$ cat src/rtl/regfile_rtype_sequencer_pkg.sv
`default_nettype none
// ============================================================================
// Module      : regfile_rtype_sequencer_pkg
// Description : Shared opcode/funct codes, instruction field positions and
//               the sequencer state type for the R-type register-file client.
// Revision    : 1.0 - initial release
// ============================================================================
package regfile_rtype_sequencer_pkg;

  localparam logic [5:0] OP_RTYPE   = 6'h00;

  localparam logic [5:0] FUNCT_ADD  = 6'h20;
  localparam logic [5:0] FUNCT_SUB  = 6'h22;
  localparam logic [5:0] FUNCT_AND  = 6'h24;
  localparam logic [5:0] FUNCT_OR   = 6'h25;
  localparam logic [5:0] FUNCT_XOR  = 6'h26;
  localparam logic [5:0] FUNCT_NOR  = 6'h27;
  localparam logic [5:0] FUNCT_SLT  = 6'h2A;
  localparam logic [5:0] FUNCT_SLTU = 6'h2B;
  localparam logic [5:0] FUNCT_SLL  = 6'h00;
  localparam logic [5:0] FUNCT_SRL  = 6'h02;
  localparam logic [5:0] FUNCT_SRA  = 6'h03;

  localparam int OP_HI = 31;
  localparam int OP_LO = 26;
  localparam int RS_HI = 25;
  localparam int RS_LO = 21;
  localparam int RT_HI = 20;
  localparam int RT_LO = 16;
  localparam int RD_HI = 15;
  localparam int RD_LO = 11;
  localparam int SH_HI = 10;
  localparam int SH_LO = 6;
  localparam int FN_HI = 5;
  localparam int FN_LO = 0;

  typedef enum logic [1:0] {
    ST_IDLE  = 2'd0,
    ST_READ  = 2'd1,
    ST_EXEC  = 2'd2,
    ST_WRITE = 2'd3
  } state_e;

endpackage
`default_nettype wire

$ cat src/rtl/regfile_rtype_sequencer_alu.sv
`default_nettype none
// ============================================================================
// Module      : rtype_alu
// Description : Combinational R-type ALU: result, signed overflow on add/sub,
//               and an illegal flag for unsupported funct codes.
// Revision    : 1.0 - initial release
// ============================================================================
module rtype_alu
  import regfile_rtype_sequencer_pkg::*;
#(
  parameter int DATA_W = 32
) (
  input  logic [DATA_W-1:0] op_a_i,
  input  logic [DATA_W-1:0] op_b_i,
  input  logic [4:0]        shamt_i,
  input  logic [5:0]        funct_i,
  output logic [DATA_W-1:0] result_o,
  output logic              ovf_o,
  output logic              illegal_o
);

  localparam int MSB = DATA_W - 1;

  logic [DATA_W-1:0] w_sum;
  logic [DATA_W-1:0] w_diff;

  assign w_sum  = op_a_i + op_b_i;
  assign w_diff = op_a_i - op_b_i;

  always_comb begin
    result_o  = '0;
    ovf_o     = 1'b0;
    illegal_o = 1'b0;
    case (funct_i)
      FUNCT_ADD: begin
        result_o = w_sum;
        ovf_o    = (op_a_i[MSB] == op_b_i[MSB]) && (w_sum[MSB] != op_a_i[MSB]);
      end
      FUNCT_SUB: begin
        result_o = w_diff;
        // A-B overflows only when the operand signs differ
        ovf_o    = (op_a_i[MSB] != op_b_i[MSB]) && (w_diff[MSB] != op_a_i[MSB]);
      end
      FUNCT_AND:  result_o = op_a_i & op_b_i;
      FUNCT_OR:   result_o = op_a_i | op_b_i;
      FUNCT_XOR:  result_o = op_a_i ^ op_b_i;
      FUNCT_NOR:  result_o = ~(op_a_i | op_b_i);
      FUNCT_SLT:  result_o = {{(DATA_W-1){1'b0}}, ($signed(op_a_i) < $signed(op_b_i))};
      FUNCT_SLTU: result_o = {{(DATA_W-1){1'b0}}, (op_a_i < op_b_i)};
      FUNCT_SLL:  result_o = op_b_i << shamt_i;
      FUNCT_SRL:  result_o = op_b_i >> shamt_i;
      FUNCT_SRA:  result_o = $unsigned($signed(op_b_i) >>> shamt_i);
      default:    illegal_o = 1'b1;
    endcase
  end

endmodule
`default_nettype wire

$ cat src/rtl/regfile_rtype_sequencer.sv
`default_nettype none
// ============================================================================
// Module      : regfile_rtype_sequencer
// Description : Accepts one R-type instruction per handshake, reads rs/rt
//               from the register file, executes, and writes rd back.
// Revision    : 1.0 - initial release
// ============================================================================
module regfile_rtype_sequencer
  import regfile_rtype_sequencer_pkg::*;
#(
  parameter int DATA_W = 32,
  parameter int ADDR_W = 5
) (
  input  logic              clk,
  input  logic              reset,
  input  logic              instr_valid,
  output logic              instr_ready,
  input  logic [31:0]       instr,
  output logic [ADDR_W-1:0] rg_rd_addr1,
  output logic [ADDR_W-1:0] rg_rd_addr2,
  input  logic [DATA_W-1:0] rg_rd_data1,
  input  logic [DATA_W-1:0] rg_rd_data2,
  output logic              rg_wrt_en,
  output logic [ADDR_W-1:0] rg_wrt_addr,
  output logic [DATA_W-1:0] rg_wrt_data,
  output logic              done,
  output logic              err_illegal,
  output logic              ovf
);

  state_e              state_q;
  logic [31:0]         instr_q;
  logic [DATA_W-1:0]   op_a_q;
  logic [DATA_W-1:0]   op_b_q;
  logic [DATA_W-1:0]   result_q;
  logic [ADDR_W-1:0]   wrt_addr_q;
  logic                ready_q;
  logic                wrt_en_q;
  logic                done_q;
  logic                err_q;
  logic                ovf_q;

  logic [DATA_W-1:0]   w_alu_result;
  logic                w_alu_ovf;
  logic                w_alu_illegal;
  logic                w_illegal;
  logic [ADDR_W-1:0]   w_rd;

  rtype_alu #(
    .DATA_W (DATA_W)
  ) u_alu (
    .op_a_i    (op_a_q),
    .op_b_i    (op_b_q),
    .shamt_i   (instr_q[SH_HI:SH_LO]),
    .funct_i   (instr_q[FN_HI:FN_LO]),
    .result_o  (w_alu_result),
    .ovf_o     (w_alu_ovf),
    .illegal_o (w_alu_illegal)
  );

  // Legality depends only on op/funct, so it is already known during READ.
  assign w_illegal = (instr_q[OP_HI:OP_LO] != OP_RTYPE) || w_alu_illegal;
  assign w_rd      = instr_q[RD_HI:RD_LO];

  always_ff @(posedge clk) begin
    if (reset) begin
      state_q    <= ST_IDLE;
      instr_q    <= '0;
      op_a_q     <= '0;
      op_b_q     <= '0;
      result_q   <= '0;
      wrt_addr_q <= '0;
      ready_q    <= 1'b1;
      wrt_en_q   <= 1'b0;
      done_q     <= 1'b0;
      err_q      <= 1'b0;
      ovf_q      <= 1'b0;
    end else begin
      wrt_en_q <= 1'b0;
      done_q   <= 1'b0;
      err_q    <= 1'b0;
      ovf_q    <= 1'b0;
      case (state_q)
        ST_IDLE: begin
          if (instr_valid) begin
            instr_q <= instr;
            ready_q <= 1'b0;
            state_q <= ST_READ;
          end
        end
        ST_READ: begin
          op_a_q  <= rg_rd_data1;
          op_b_q  <= rg_rd_data2;
          state_q <= ST_EXEC;
          if (w_illegal) begin
            done_q <= 1'b1;
            err_q  <= 1'b1;
          end
        end
        ST_EXEC: begin
          if (w_illegal) begin
            ready_q <= 1'b1;
            state_q <= ST_IDLE;
          end else begin
            result_q   <= w_alu_result;
            wrt_addr_q <= w_rd;
            wrt_en_q   <= (w_rd != '0);
            done_q     <= 1'b1;
            ovf_q      <= w_alu_ovf;
            state_q    <= ST_WRITE;
          end
        end
        ST_WRITE: begin
          ready_q <= 1'b1;
          state_q <= ST_IDLE;
        end
        default: begin
          ready_q <= 1'b1;
          state_q <= ST_IDLE;
        end
      endcase
    end
  end

  assign instr_ready = ready_q;
  assign rg_rd_addr1 = instr_q[RS_HI:RS_LO];
  assign rg_rd_addr2 = instr_q[RT_HI:RT_LO];
  assign rg_wrt_en   = wrt_en_q;
  assign rg_wrt_addr = wrt_addr_q;
  assign rg_wrt_data = result_q;
  assign done        = done_q;
  assign err_illegal = err_q;
  assign ovf         = ovf_q;

endmodule
`default_nettype wire

$ cat config.mk
export PLATFORM = sky130hd
export DESIGN_NAME = regfile_rtype_sequencer
export DESIGN_NICKNAME = d
export VERILOG_FILES = /design/src/rtl/regfile_rtype_sequencer_pkg.sv /design/src/rtl/regfile_rtype_sequencer_alu.sv /design/src/rtl/regfile_rtype_sequencer.sv
export SDC_FILE = /design/constraint.sdc
export NUM_CORES = 1
export LEC_CHECK = 0
export ABC_AREA = 1
export BUFFER_PORTS_ARGS = -buffer_cell sky130_fd_sc_hd__buf_2
export CELL_PAD_IN_SITES_DETAIL_PLACEMENT = 1
export CELL_PAD_IN_SITES_GLOBAL_PLACEMENT = 1
export CORE_ASPECT_RATIO = 0.6
export CORE_UTILIZATION = 45
export DETAILED_ROUTE_END_ITERATION = 12
export PLACE_DENSITY = 0.88
export REMOVE_ABC_BUFFERS = 1
export SLEW_MARGIN = 10
export SYNTH_ARGS = -nofsm -noshare
export SYNTH_HDL_FRONTEND = slang
export SYNTH_SLANG_ARGS = --single-unit
export TNS_END_PERCENT = 100
$ cat constraint.sdc
create_clock -name clk -period 5.7 [get_ports clk]
set_input_delay 0.57 -clock clk [delete_from_list [all_inputs] [get_ports clk]]
set_output_delay 0.57 -clock clk [all_outputs]
set_load 0.03 [all_outputs]
==> flow_summary.json <==
{
  "stdcell_area_mm2": 0.0165,
  "root_buffer": "clkbuf_16",
  "critical_path_class": "register to register",
  "synth_most_common_cell": "nand2_1",
  "port_buffers": 150,
  "worst_path_most_repeated_cell": "nand3_1",
  "numCtsBuffers": 17,
  "dominantRegCellSynth": "dfxtp_1",
  "yosysTopAreaCell": "nand2_1",
  "hold_violations": 0,
  "post_route_cells_drive_above_1_share": 0.0849,
  "r2r_cells": 12,
  "avgSynthCellArea_um2": 5.52,
  "fin_nets": 2988,
  "seq_area_frac_synth": 0.185,
  "whs_path_depth": 2,
  "total_power_mw": 4.11,
  "async_flop_share": 0,
  "final.setup.tns_ps": 0,
  "drv_slew": 0,
  "ios": 151,
  "critPathLaunchType": "register",
  "synth_cell_type_count": 41,
  "path_clk_slew_ps": 80,
  "cpMaxStageDelayCell": "inv_2",
  "vias": 20500,
  "placed_cell_area_mm2": 0.0159,
  "syn_area_mm2": 0.0151,
  "fp-row-count": 51,
  "fillers": 4915,
  "end_kind": "register",
  "antenna_cells": 0,
  "p_leak_nw": 8.47,
  "die-width_um": 239,
  "final_util": 0.504,
  "gp_congestion": 1.11,
  "grt_pass1_vias": 19300,
  "drc_errors": 0,
  "antenna_found_initial": 1,
  "rsz0062_at_grt": "no",
  "p_per_area_mw_per_mm2": 249,
  "overflow": 0,
  "grt_pass1_wl_mm": 122,
  "start_util": 0.463,
  "finalSetupViolCount": 0,
  "required_ps": 6110,
  "maxCapViolations": 0,
  "grtUsageTotal": 0.481,
  "finClkSkew_ps": 13.6,
  "clock_tree.buffer_depth": 2,
  "netlist_top_cells_area": "nand2_1, dfxtp_1, nand3_1",
  "wl_per_cell_um": 25.8,
  "finalWirelength_mm": 84.0,
  "ys_warn_count": 0,
  "cts_tree": "built",
  "drtAntennaViolNets": 0,
  "ys_ff_latch": 140,
  "synth.top_cells.by_count": "nand2_1, nand3_1, inv_1",
  "fin_crit_sh": 0.637,
  "die_y_um": 144,
  "arrival_ps": 4040,
  "path_cells": "buf_4, inv_2, nand2_1, nand3_1, nand3_1, nand3_1, nand3_1, o21ai_0, nor2_1, nand2_1, nor2_1, nor2_1",
  "synth_edf_count": 0,
  "critPathMaxStageDelay_ps": 840,
  "finalHoldWorstSlack_ps": 307,
  "drtPass1Iterations": 5,
  "postCtsSetupBuffers": 0,
  "worstPathMaxFanout": 35,
  "synth_cells": 2745,
  "ir_worst_vdd_mv": 0.248,
  "status": "finished clean",
  "hp-class": "input port to register",
  "area_growth_pct": 8.96,
  "via_per_inst": 6.30,
  "drtIter0Drc": 2916,
  "slew_headroom": 0.303,
  "period_minus_slack_ps": 3630,
  "fmax_ghz": 0.275,
  "ctsHoldBuffers": 0,
  "cts_num_sinks": 140,
  "tightest_slew_ps": 1040,
  "h-tree-depth": 4,
  "dieArea_mm2": 0.0344,
  "cts-resized-gates": 0,
  "coreArea_mm2": 0.0327,
  "hpwl_mm": 66.0,
  "grt_start_max_net_pins": 83,
  "clk_latency_ps": 480,
  "yosysTopAreaCellShare": 0.201
}
==> cell type report <==
class                           instances  area [um2]  area share
Clock buffer                           17         425      0.0258
Clock inverter                         15         153     0.00925
Inverter                              330        1240      0.0752
Multi-Input combinational cell       2126       10400       0.629
Sequential cell                       140        2810       0.170
Tap cell                              450         563      0.0341
Timing Repair Buffer                  174         931      0.0564
==> kinds of logic after synthesis <==
group / synth area share
and+or+nand+nor: 0.449
buffers and inverters: 0.131
AOI/OAI and AO/OA: 0.151
DFF: 0.185
adders and majority gates: 0.0836
xor gates and xnor gates: 0.00116
==> where the power goes <==
| part | total [mW] | switching (mW) | internal [mW] |
|---|---|---|---|
| Combinational | 1.78 | 1.34 | 0.442 |
| Sequential | 1.13 | 0.0859 | 1.04 |
| Clock | 1.20 | 0.585 | 0.615 |
| Total | 4.11 | 2.01 | 2.10 |
==> worst max-delay path: cells and delay by family (launching register included) <==
family          cells  cell delay (ps)
flops               1              300
buf+inv             2             1140
simple gates        9             1730
compound gates      1              350
==> metrics by stage <==
| step | worst slack (ps) | cells |
|---|---|---|
| after floorplan | 1480 | 2596 |
| after global placement | 2470 | 3220 |
| after detailed placement | 2450 | 3220 |
| after CTS | 2450 | 3252 |
| after global routing | 2170 | 3252 |
| final | 2070 | 3252 |
==> worst paths after layout <==
check / start / to / slack (ps)
setup / recovery: instr_q[6]$_SDFFE_PP0P_ / rg_wrt_data[23]$_SDFFE_PP0P_ / 2070
hold / removal: reset / state_q[0]$_SDFFE_PP0P_ / 310
setup reg to reg: instr_q[6]$_SDFFE_PP0P_ / rg_wrt_data[23]$_SDFFE_PP0P_ / 2070
hold reg to reg: instr_q[15]$_SDFFE_PP0P_ / rg_wrt_addr[4]$_SDFFE_PP0P_ / 500
==> registers in the layout, summed over array words and instances, names as in the netlist <==
register and cells:
rg_wrt_addr 5, done 1, instr_ready 1, op_b_q 32, op_a_q 32, err_illegal 1
instr_q 32, state_q 2, rg_wrt_data 32, ovf 1, rg_wrt_en 1
==> per-layer routing <==
metal  share of wire  up-vias  track usage
met5         0.00013        -            0
met4           0.045        2        0.208
met3            0.16      235        0.198
met2            0.37     1508        0.640
met1            0.42     9782        0.666
li1                -     8951            -
==> placed cells by master (no fill, tap or decap), drive strengths merged, types with 15 or more instances in the layout <==
cell type and n:
o21a 15, a21oi 168, dfxtp 140, inv 334, nand2 814, nor3 24, nand3 435, clkbuf 17
nand4 38, o21ai 197, o211ai 19, ha 98, buf 174, nor2 266
Power figures use the tool's default switching activity.
